$ cat config.mk
export PLATFORM = sky130hd
export DESIGN_NAME = operand_stage
export DESIGN_NICKNAME = d
export VERILOG_FILES = /design/src/rtl/operand_stage_pkg.sv /design/src/rtl/operand_skid.sv /design/src/rtl/operand_stage.sv
export SDC_FILE = /design/constraint.sdc
export NUM_CORES = 2
export LEC_CHECK = 0
export BUFFER_PORTS_ARGS = -buffer_cell sky130_fd_sc_hd__buf_2
export CORE_AREA = 2 2 509 511
export CTS_CLUSTER_DIAMETER = 150
export DETAILED_ROUTE_END_ITERATION = 10
export DIE_AREA = 0 0 511 513
export PLACE_DENSITY = 0.49
export SETUP_SLACK_MARGIN = 0.2
export SYNTH_ARGS = -nofsm -noshare
export SYNTH_HDL_FRONTEND = slang
export SYNTH_SLANG_ARGS = --single-unit
export TNS_END_PERCENT = 5
$ cat constraint.sdc
create_clock -name clk -period 15.5 [get_ports clk]
set_input_delay 2.325 -clock clk [delete_from_list [all_inputs] [get_ports clk]]
set_output_delay 2.325 -clock clk [all_outputs]
set_load 0.05 [all_outputs]
$ cat src/rtl/operand_stage_pkg.sv
// operand_stage_pkg: uop formats, functional-unit encoding and enable mapping
// shared by the operand-read stage.
`default_nettype none

package operand_stage_pkg;

   localparam int C_TAG_W = 6;
   localparam int C_XLEN  = 32;
   localparam int C_SQN_W = 6;
   localparam int C_NM_W  = 5;
   localparam int C_OPC_W = 6;
   localparam int C_BID_W = 3;

   typedef enum logic [2:0] {
      FU_INT    = 3'd0,
      FU_LSU    = 3'd1,
      FU_MUL    = 3'd2,
      FU_DIV    = 3'd3,
      FU_FPU    = 3'd4,
      FU_BRANCH = 3'd5
   } FuncUnit;

   localparam logic [3:0] C_EN_INT  = 4'b0001;
   localparam logic [3:0] C_EN_LSU  = 4'b0010;
   localparam logic [3:0] C_EN_MUL  = 4'b0100;
   localparam logic [3:0] C_EN_DIV  = 4'b1000;
   localparam logic [3:0] C_EN_NONE = 4'b0000;

   typedef struct packed {
      logic [C_XLEN-1:0]  imm;
      logic               immB;
      logic [C_TAG_W-1:0] tagA;
      logic [C_TAG_W-1:0] tagB;
      logic [C_SQN_W-1:0] sqN;
      logic [C_TAG_W-1:0] tagDst;
      logic [C_NM_W-1:0]  nmDst;
      logic [C_OPC_W-1:0] opcode;
      FuncUnit            fu;
      logic [C_XLEN-1:0]  pc;
      logic [C_BID_W-1:0] branchID;
      logic               branchPred;
      logic [C_SQN_W-1:0] loadSqN;
      logic [C_SQN_W-1:0] storeSqN;
      logic               compressed;
   } R_UOp;

   typedef struct packed {
      logic [C_XLEN-1:0]  srcA;
      logic [C_XLEN-1:0]  srcB;
      logic [C_XLEN-1:0]  imm;
      logic [C_SQN_W-1:0] sqN;
      logic [C_TAG_W-1:0] tagDst;
      logic [C_NM_W-1:0]  nmDst;
      logic [C_OPC_W-1:0] opcode;
      logic [C_XLEN-1:0]  pc;
      logic [C_BID_W-1:0] branchID;
      logic               branchPred;
      logic [C_SQN_W-1:0] loadSqN;
      logic [C_SQN_W-1:0] storeSqN;
      logic               compressed;
   } EX_UOp;

   typedef struct packed {
      logic [C_XLEN-1:0]  result;
      logic [C_TAG_W-1:0] tagDst;
   } RES_UOp;

   function automatic logic [3:0] fu_enable(input FuncUnit fu);
      case (fu)
         FU_INT:  return C_EN_INT;
         FU_LSU:  return C_EN_LSU;
         FU_MUL:  return C_EN_MUL;
         FU_DIV:  return C_EN_DIV;
         default: return C_EN_NONE;
      endcase
   endfunction

   // Wrap-safe age compare: a is younger than b when (a - b) is positive.
   function automatic logic is_younger(input logic [C_SQN_W-1:0] a,
                                       input logic [C_SQN_W-1:0] b);
      logic [C_SQN_W-1:0] d;
      d = a - b;
      return $signed(d) > 0;
   endfunction

endpackage

`default_nettype wire

$ cat src/rtl/operand_skid.sv
// operand_skid: one port's output register plus a single skid entry, with
// flush-by-age and skid promotion.
`default_nettype none

module operand_skid
   import operand_stage_pkg::*;
#(
   parameter int NUM_XUS = 4
) (
   input  logic               clk,
   input  logic               rst,
   input  logic               i_valid,
   input  EX_UOp              i_uop,
   input  logic [NUM_XUS-1:0] i_en,
   input  logic               i_ready,
   input  logic               i_inv,
   input  logic [C_SQN_W-1:0] i_invSqN,
   output logic               o_valid,
   output EX_UOp              o_uop,
   output logic [NUM_XUS-1:0] o_en,
   output logic               o_ready
);

   logic               r_outValid, r_skidValid;
   EX_UOp              r_outUop, r_skidUop;
   logic [NUM_XUS-1:0] r_outEn, r_skidEn;

   logic               w_outValid, w_skidValid;
   EX_UOp              w_outUop, w_skidUop;
   logic [NUM_XUS-1:0] w_outEn, w_skidEn;
   logic               w_inKeep, w_outKeep, w_skidKeep;

   always_comb begin
      w_inKeep    = i_valid && !r_skidValid && !(i_inv && is_younger(i_uop.sqN, i_invSqN));
      w_outKeep   = r_outValid && !(i_inv && is_younger(r_outUop.sqN, i_invSqN));
      w_skidKeep  = r_skidValid && !(i_inv && is_younger(r_skidUop.sqN, i_invSqN));
      w_outValid  = r_outValid;
      w_outUop    = r_outUop;
      w_outEn     = r_outEn;
      w_skidValid = r_skidValid;
      w_skidUop   = r_skidUop;
      w_skidEn    = r_skidEn;
      if (w_outKeep && !i_ready) begin
         // Output is held: only the skid slot can change.
         if (r_skidValid) begin
            w_skidValid = w_skidKeep;
         end else begin
            w_skidValid = w_inKeep;
            w_skidUop   = i_uop;
            w_skidEn    = i_en;
         end
      end else if (w_skidKeep) begin
         w_outValid  = 1'b1;
         w_outUop    = r_skidUop;
         w_outEn     = r_skidEn;
         w_skidValid = 1'b0;
      end else if (w_inKeep) begin
         w_outValid  = 1'b1;
         w_outUop    = i_uop;
         w_outEn     = i_en;
         w_skidValid = 1'b0;
      end else begin
         w_outValid  = 1'b0;
         w_skidValid = 1'b0;
      end
   end

   always_ff @(posedge clk) begin
      if (rst) begin
         r_outValid  <= 1'b0;
         r_skidValid <= 1'b0;
         r_outEn     <= '0;
      end else begin
         r_outValid  <= w_outValid;
         r_skidValid <= w_skidValid;
         r_outEn     <= w_outEn;
      end
   end

   always_ff @(posedge clk) begin
      r_outUop  <= w_outUop;
      r_skidUop <= w_skidUop;
      r_skidEn  <= w_skidEn;
   end

   assign o_valid = r_outValid;
   assign o_uop   = r_outUop;
   assign o_en    = r_outEn;
   assign o_ready = !r_skidValid;

endmodule

`default_nettype wire

$ cat src/rtl/operand_stage.sv
// operand_stage: per-port operand resolution (zero-cycle forward, writeback
// snoop, register file) feeding an independent output/skid buffer per port.
`default_nettype none

module operand_stage
   import operand_stage_pkg::*;
#(
   parameter int NUM_PORTS = 3,
   parameter int NUM_WBS   = 3,
   parameter int NUM_ZC    = 2,
   parameter int NUM_XUS   = 4,
   parameter int TAG_W     = 6,
   parameter int XLEN      = 32,
   parameter int SQN_W     = 6
) (
   input  logic               clk,
   input  logic               rst,
   input  logic               IN_valid        [NUM_PORTS],
   output logic               OUT_ready       [NUM_PORTS],
   input  R_UOp               IN_uop          [NUM_PORTS],
   input  logic               IN_wbValid      [NUM_WBS],
   input  RES_UOp             IN_wbUOp        [NUM_WBS],
   input  logic               IN_zcValid      [NUM_ZC],
   input  logic [TAG_W-1:0]   IN_zcTag        [NUM_ZC],
   input  logic [XLEN-1:0]    IN_zcData       [NUM_ZC],
   input  logic               IN_invalidate,
   input  logic [SQN_W-1:0]   IN_invalidateSqN,
   output logic [TAG_W-1:0]   OUT_rfAddr      [2*NUM_PORTS],
   input  logic [XLEN-1:0]    IN_rfData       [2*NUM_PORTS],
   output logic               OUT_valid       [NUM_PORTS],
   input  logic               IN_ready        [NUM_PORTS],
   output EX_UOp              OUT_uop         [NUM_PORTS],
   output logic [NUM_XUS-1:0] OUT_enableXU    [NUM_PORTS]
);

   for (genvar p = 0; p < NUM_PORTS; p++) begin : g_port
      logic [XLEN-1:0]    w_srcA, w_srcB;
      EX_UOp              w_ex;
      logic [NUM_XUS-1:0] w_en;

      assign OUT_rfAddr[p]           = IN_uop[p].tagA;
      assign OUT_rfAddr[p+NUM_PORTS] = IN_uop[p].tagB;

      // Sources are applied lowest priority first, and each loop runs from the
      // highest index down, so the lowest-index match is the one that sticks.
      always_comb begin
         w_srcA = IN_rfData[p];
         w_srcB = IN_rfData[p+NUM_PORTS];
         for (int i = NUM_WBS - 1; i >= 0; i--) begin
            if (IN_wbValid[i] && IN_wbUOp[i].tagDst == IN_uop[p].tagA) w_srcA = IN_wbUOp[i].result;
            if (IN_wbValid[i] && IN_wbUOp[i].tagDst == IN_uop[p].tagB) w_srcB = IN_wbUOp[i].result;
         end
         for (int i = NUM_ZC - 1; i >= 0; i--) begin
            if (IN_zcValid[i] && IN_zcTag[i] == IN_uop[p].tagA) w_srcA = IN_zcData[i];
            if (IN_zcValid[i] && IN_zcTag[i] == IN_uop[p].tagB) w_srcB = IN_zcData[i];
         end
         if (IN_uop[p].tagA == '0) w_srcA = '0;
         if (IN_uop[p].tagB == '0) w_srcB = '0;
         if (IN_uop[p].immB)       w_srcB = IN_uop[p].imm;
      end

      always_comb begin
         w_ex            = '0;
         w_ex.srcA       = w_srcA;
         w_ex.srcB       = w_srcB;
         w_ex.imm        = IN_uop[p].imm;
         w_ex.sqN        = IN_uop[p].sqN;
         w_ex.tagDst     = IN_uop[p].tagDst;
         w_ex.nmDst      = IN_uop[p].nmDst;
         w_ex.opcode     = IN_uop[p].opcode;
         w_ex.pc         = IN_uop[p].pc;
         w_ex.branchID   = IN_uop[p].branchID;
         w_ex.branchPred = IN_uop[p].branchPred;
         w_ex.loadSqN    = IN_uop[p].loadSqN;
         w_ex.storeSqN   = IN_uop[p].storeSqN;
         w_ex.compressed = IN_uop[p].compressed;
      end

      assign w_en = NUM_XUS'(fu_enable(IN_uop[p].fu));

      operand_skid #(
         .NUM_XUS (NUM_XUS)
      ) u_skid (
         .clk      (clk),
         .rst      (rst),
         .i_valid  (IN_valid[p]),
         .i_uop    (w_ex),
         .i_en     (w_en),
         .i_ready  (IN_ready[p]),
         .i_inv    (IN_invalidate),
         .i_invSqN (IN_invalidateSqN),
         .o_valid  (OUT_valid[p]),
         .o_uop    (OUT_uop[p]),
         .o_en     (OUT_enableXU[p]),
         .o_ready  (OUT_ready[p])
      );
   end

endmodule

`default_nettype wire

==> metrics.txt <==
outcome=finished, final reports clean; Die Y=513 µm; Post-Route Utilization=0.2632; Hold Slack=0.4819 ns; #FFs+latches synth=1038; synth cell count leaders=1020 x edfxtp_1, 984 x nand2_1, 285 x nor2_1; Avg Inst Size Synth=11.78 µm²; Layout Nets=6465; Post-DRT Antenna Nets=0; CORE AREA=256200 µm²; Arrival @ worst endpoint=7.18 ns; Setup crit start kind=primary input; DR vias/cell=4.967; die area=262100 µm²; drt first pass iters=9; drt wl/cell=33.55 µm; Period minus WS final=6.803 ns; CP Capture Type=register; Pleak=25.79 nW; number of flops mapped to enable cells by yosys=1020; first-pass GRT wire length=404700 µm; CP Class=in -> reg; Syn Inst Count=4531; PnR Total Power=8.252 mW; final instance area=67450 µm²; Synth cell types=68; worst-path maximum fanout=57; max cap viols=0; drt first-iter violations=4978; die width=511 µm; Main synth FF type=edfxtp_1; DRC viols=0; cts hold-fix bufs=0; Global Route Usage Sum=0.2262; Area Overhead vs Synth=26.35%; Ports=1320; Placer Congestion=0.9122; Routed WL=308700 µm; CTS Sinks=1038; GRT overflow=0; Hold Vio Cnt, Final=0; CP required=15.88 ns; # H-tree levels=4; Slew Limit Fails=0; syn_nets=5347; Post-CTS Setup Bufs=0; Hold/Removal Path Class=reg -> reg; clk_skew=0.03812 ns; Slew @ Worst Pin=1.167 ns; CTS Buffer Depth=3; largest net degree at the start of global routing=111; DP Area=62960 µm²; DR vias=45700; Synth area leaders=edfxtp_1 57%, nand2_1 6.9%, mux2_2 2.9%; Highest Clock Rate=0.1470 GHz; Worst-path clk slew=0.07 ns; period utilization=0.4389; CTS buffer count=133; Async S/R FF share, synth=0; fillers=27120; share of the synthesized area in the top cell type=0.5738; TNS Setup=0 ns; Port Buffers=1319; Worst VDD drop=104.3 µV; Synth area leader=edfxtp_1; area of the mapped netlist=53380 µm²; Root Buffer=clkbuf_16; Slew Limit Headroom=0.2218; Power Density=122.4 nW/µm²; Starting Density=0.2083; most frequent cell after synthesis=edfxtp_1; detailed placement HPWL=233600 µm; Clk Latency, worst-skew pair=0.79 ns; row count=186; post-synthesis sequential area ratio=0.5805; Gates resized, CTS repair=0; number of global-route vias before repair=44270; initial antenna violation count=147; Synth warnings=0; CTS tree=yes; proportion of layout cells with a drive suffix above 1=0.3340; RSZ-0062 raised after global routing=no; setup violators final=0
cell type report:
type	count	area [µm²]	area share
well taps	3384	4234	0.06278
inverters	43	183.9	0.002727
multi-input cells	3029	20300	0.3010
repair buffers	1404	7252	0.1075
clock buffers	151	3417	0.05066
flip-flops and latches	1038	30990	0.4595
clock inverters	89	907.1	0.01345
diodes	63	157.7	0.002337
per-stage QoR:
stage / worst slack [ns] / instances
after global routing: 8.444 / 9173
after global placement: 7.903 / 8898
after detailed placement: 7.837 / 8898
final: 8.697 / 9201
after CTS: 8.700 / 9138
after floorplan: 3.389 / 4531
sequential cells by signal, summed over array words and instances (netlist names):
name                       count
g_port.u_skid.r_skidValid      3
g_port.u_skid.r_skidUop      504
g_port.u_skid.o_uop          504
g_port.u_skid.r_skidEn        12
g_port.u_skid.o_en            12
g_port.u_skid.o_valid          3
critical path, stage by stage:
cell,delay [ns]
buf_2,0.10
inv_1,0.74
ha_1,0.37
nor2b_1,0.13
o31a_1,0.26
o21a_1,0.19
o21a_1,0.17
o311ai_2,0.60
a21bo_2,0.36
inv_8,0.24
buf_4,0.63
buf_4,0.78
kinds of logic after synthesis:
family | count (synthesis) | share of synthesized area
multiplexers | 295 | 0.06076
AND/OR/NAND/NOR | 1516 | 0.1179
flip-flops | 1038 | 0.5806
buffers and inverters | 464 | 0.04414
XOR/XNOR | 219 | 0.03621
adder cells (fa/ha/maj) | 54 | 0.01392
AO/OA/AOI/OAI | 945 | 0.1465
power breakdown:
group          leakage (nW)  switching, mW  internal (mW)
Clock                  2.08           1.37           1.79
Sequential             9.69         0.0775           3.36
Combinational          14.0           1.28          0.381
Total                  25.8           2.73           5.53
worst paths after layout:
kind	endpoint	slack [ns]	cells past startpoint	start
setup reg to reg	g_port[2].u_skid.o_uop[148]	10.45	13	g_port[2].u_skid.o_uop[66]
hold reg to reg	g_port[0].u_skid.o_uop[73]	0.48	2	g_port[0].u_skid.r_skidUop[73]
hold / removal	g_port[0].u_skid.o_uop[73]	0.48	2	g_port[0].u_skid.r_skidUop[73]
setup / recovery	g_port[2].u_skid.o_uop[148]	8.70	12	IN_invalidateSqN[1]
metal layers:
metal / GRT usage / share of wire / vias to the layer above
met5: 0 / 0.0014 / -
met4: 0.1039 / 0.050 / 66
met3: 0.07443 / 0.096 / 755
met2: 0.3729 / 0.47 / 2999
met1: 0.2658 / 0.38 / 22610
li1: - / - / 19270
layout by cell type, fill, tap and decap left out, types with 30 or more instances in the layout:
cell,instances
a32oi_2,32
diode_2,63
a311oi_1,64
buf_4,84
o211ai_1,37
nand2_1,975
o31ai_1,67
clkbuf_16,134
and3_1,32
nor2_1,279
ha_1,45
a21o_1,41
a2111o_1,32
o221ai_1,166
buf_2,1319
xnor2_1,132
mux2_2,139
a211o_1,52
edfxtp_1,1020
a21oi_1,85
inv_1,40
nand3_1,100
clkinv_1,34
a31oi_1,34
o21ai_0,74
xor2_1,85
mux2_1,49
a211oi_1,96
mux2i_1,96
o211ai_2,30
Power figures use the tool's default switching activity.
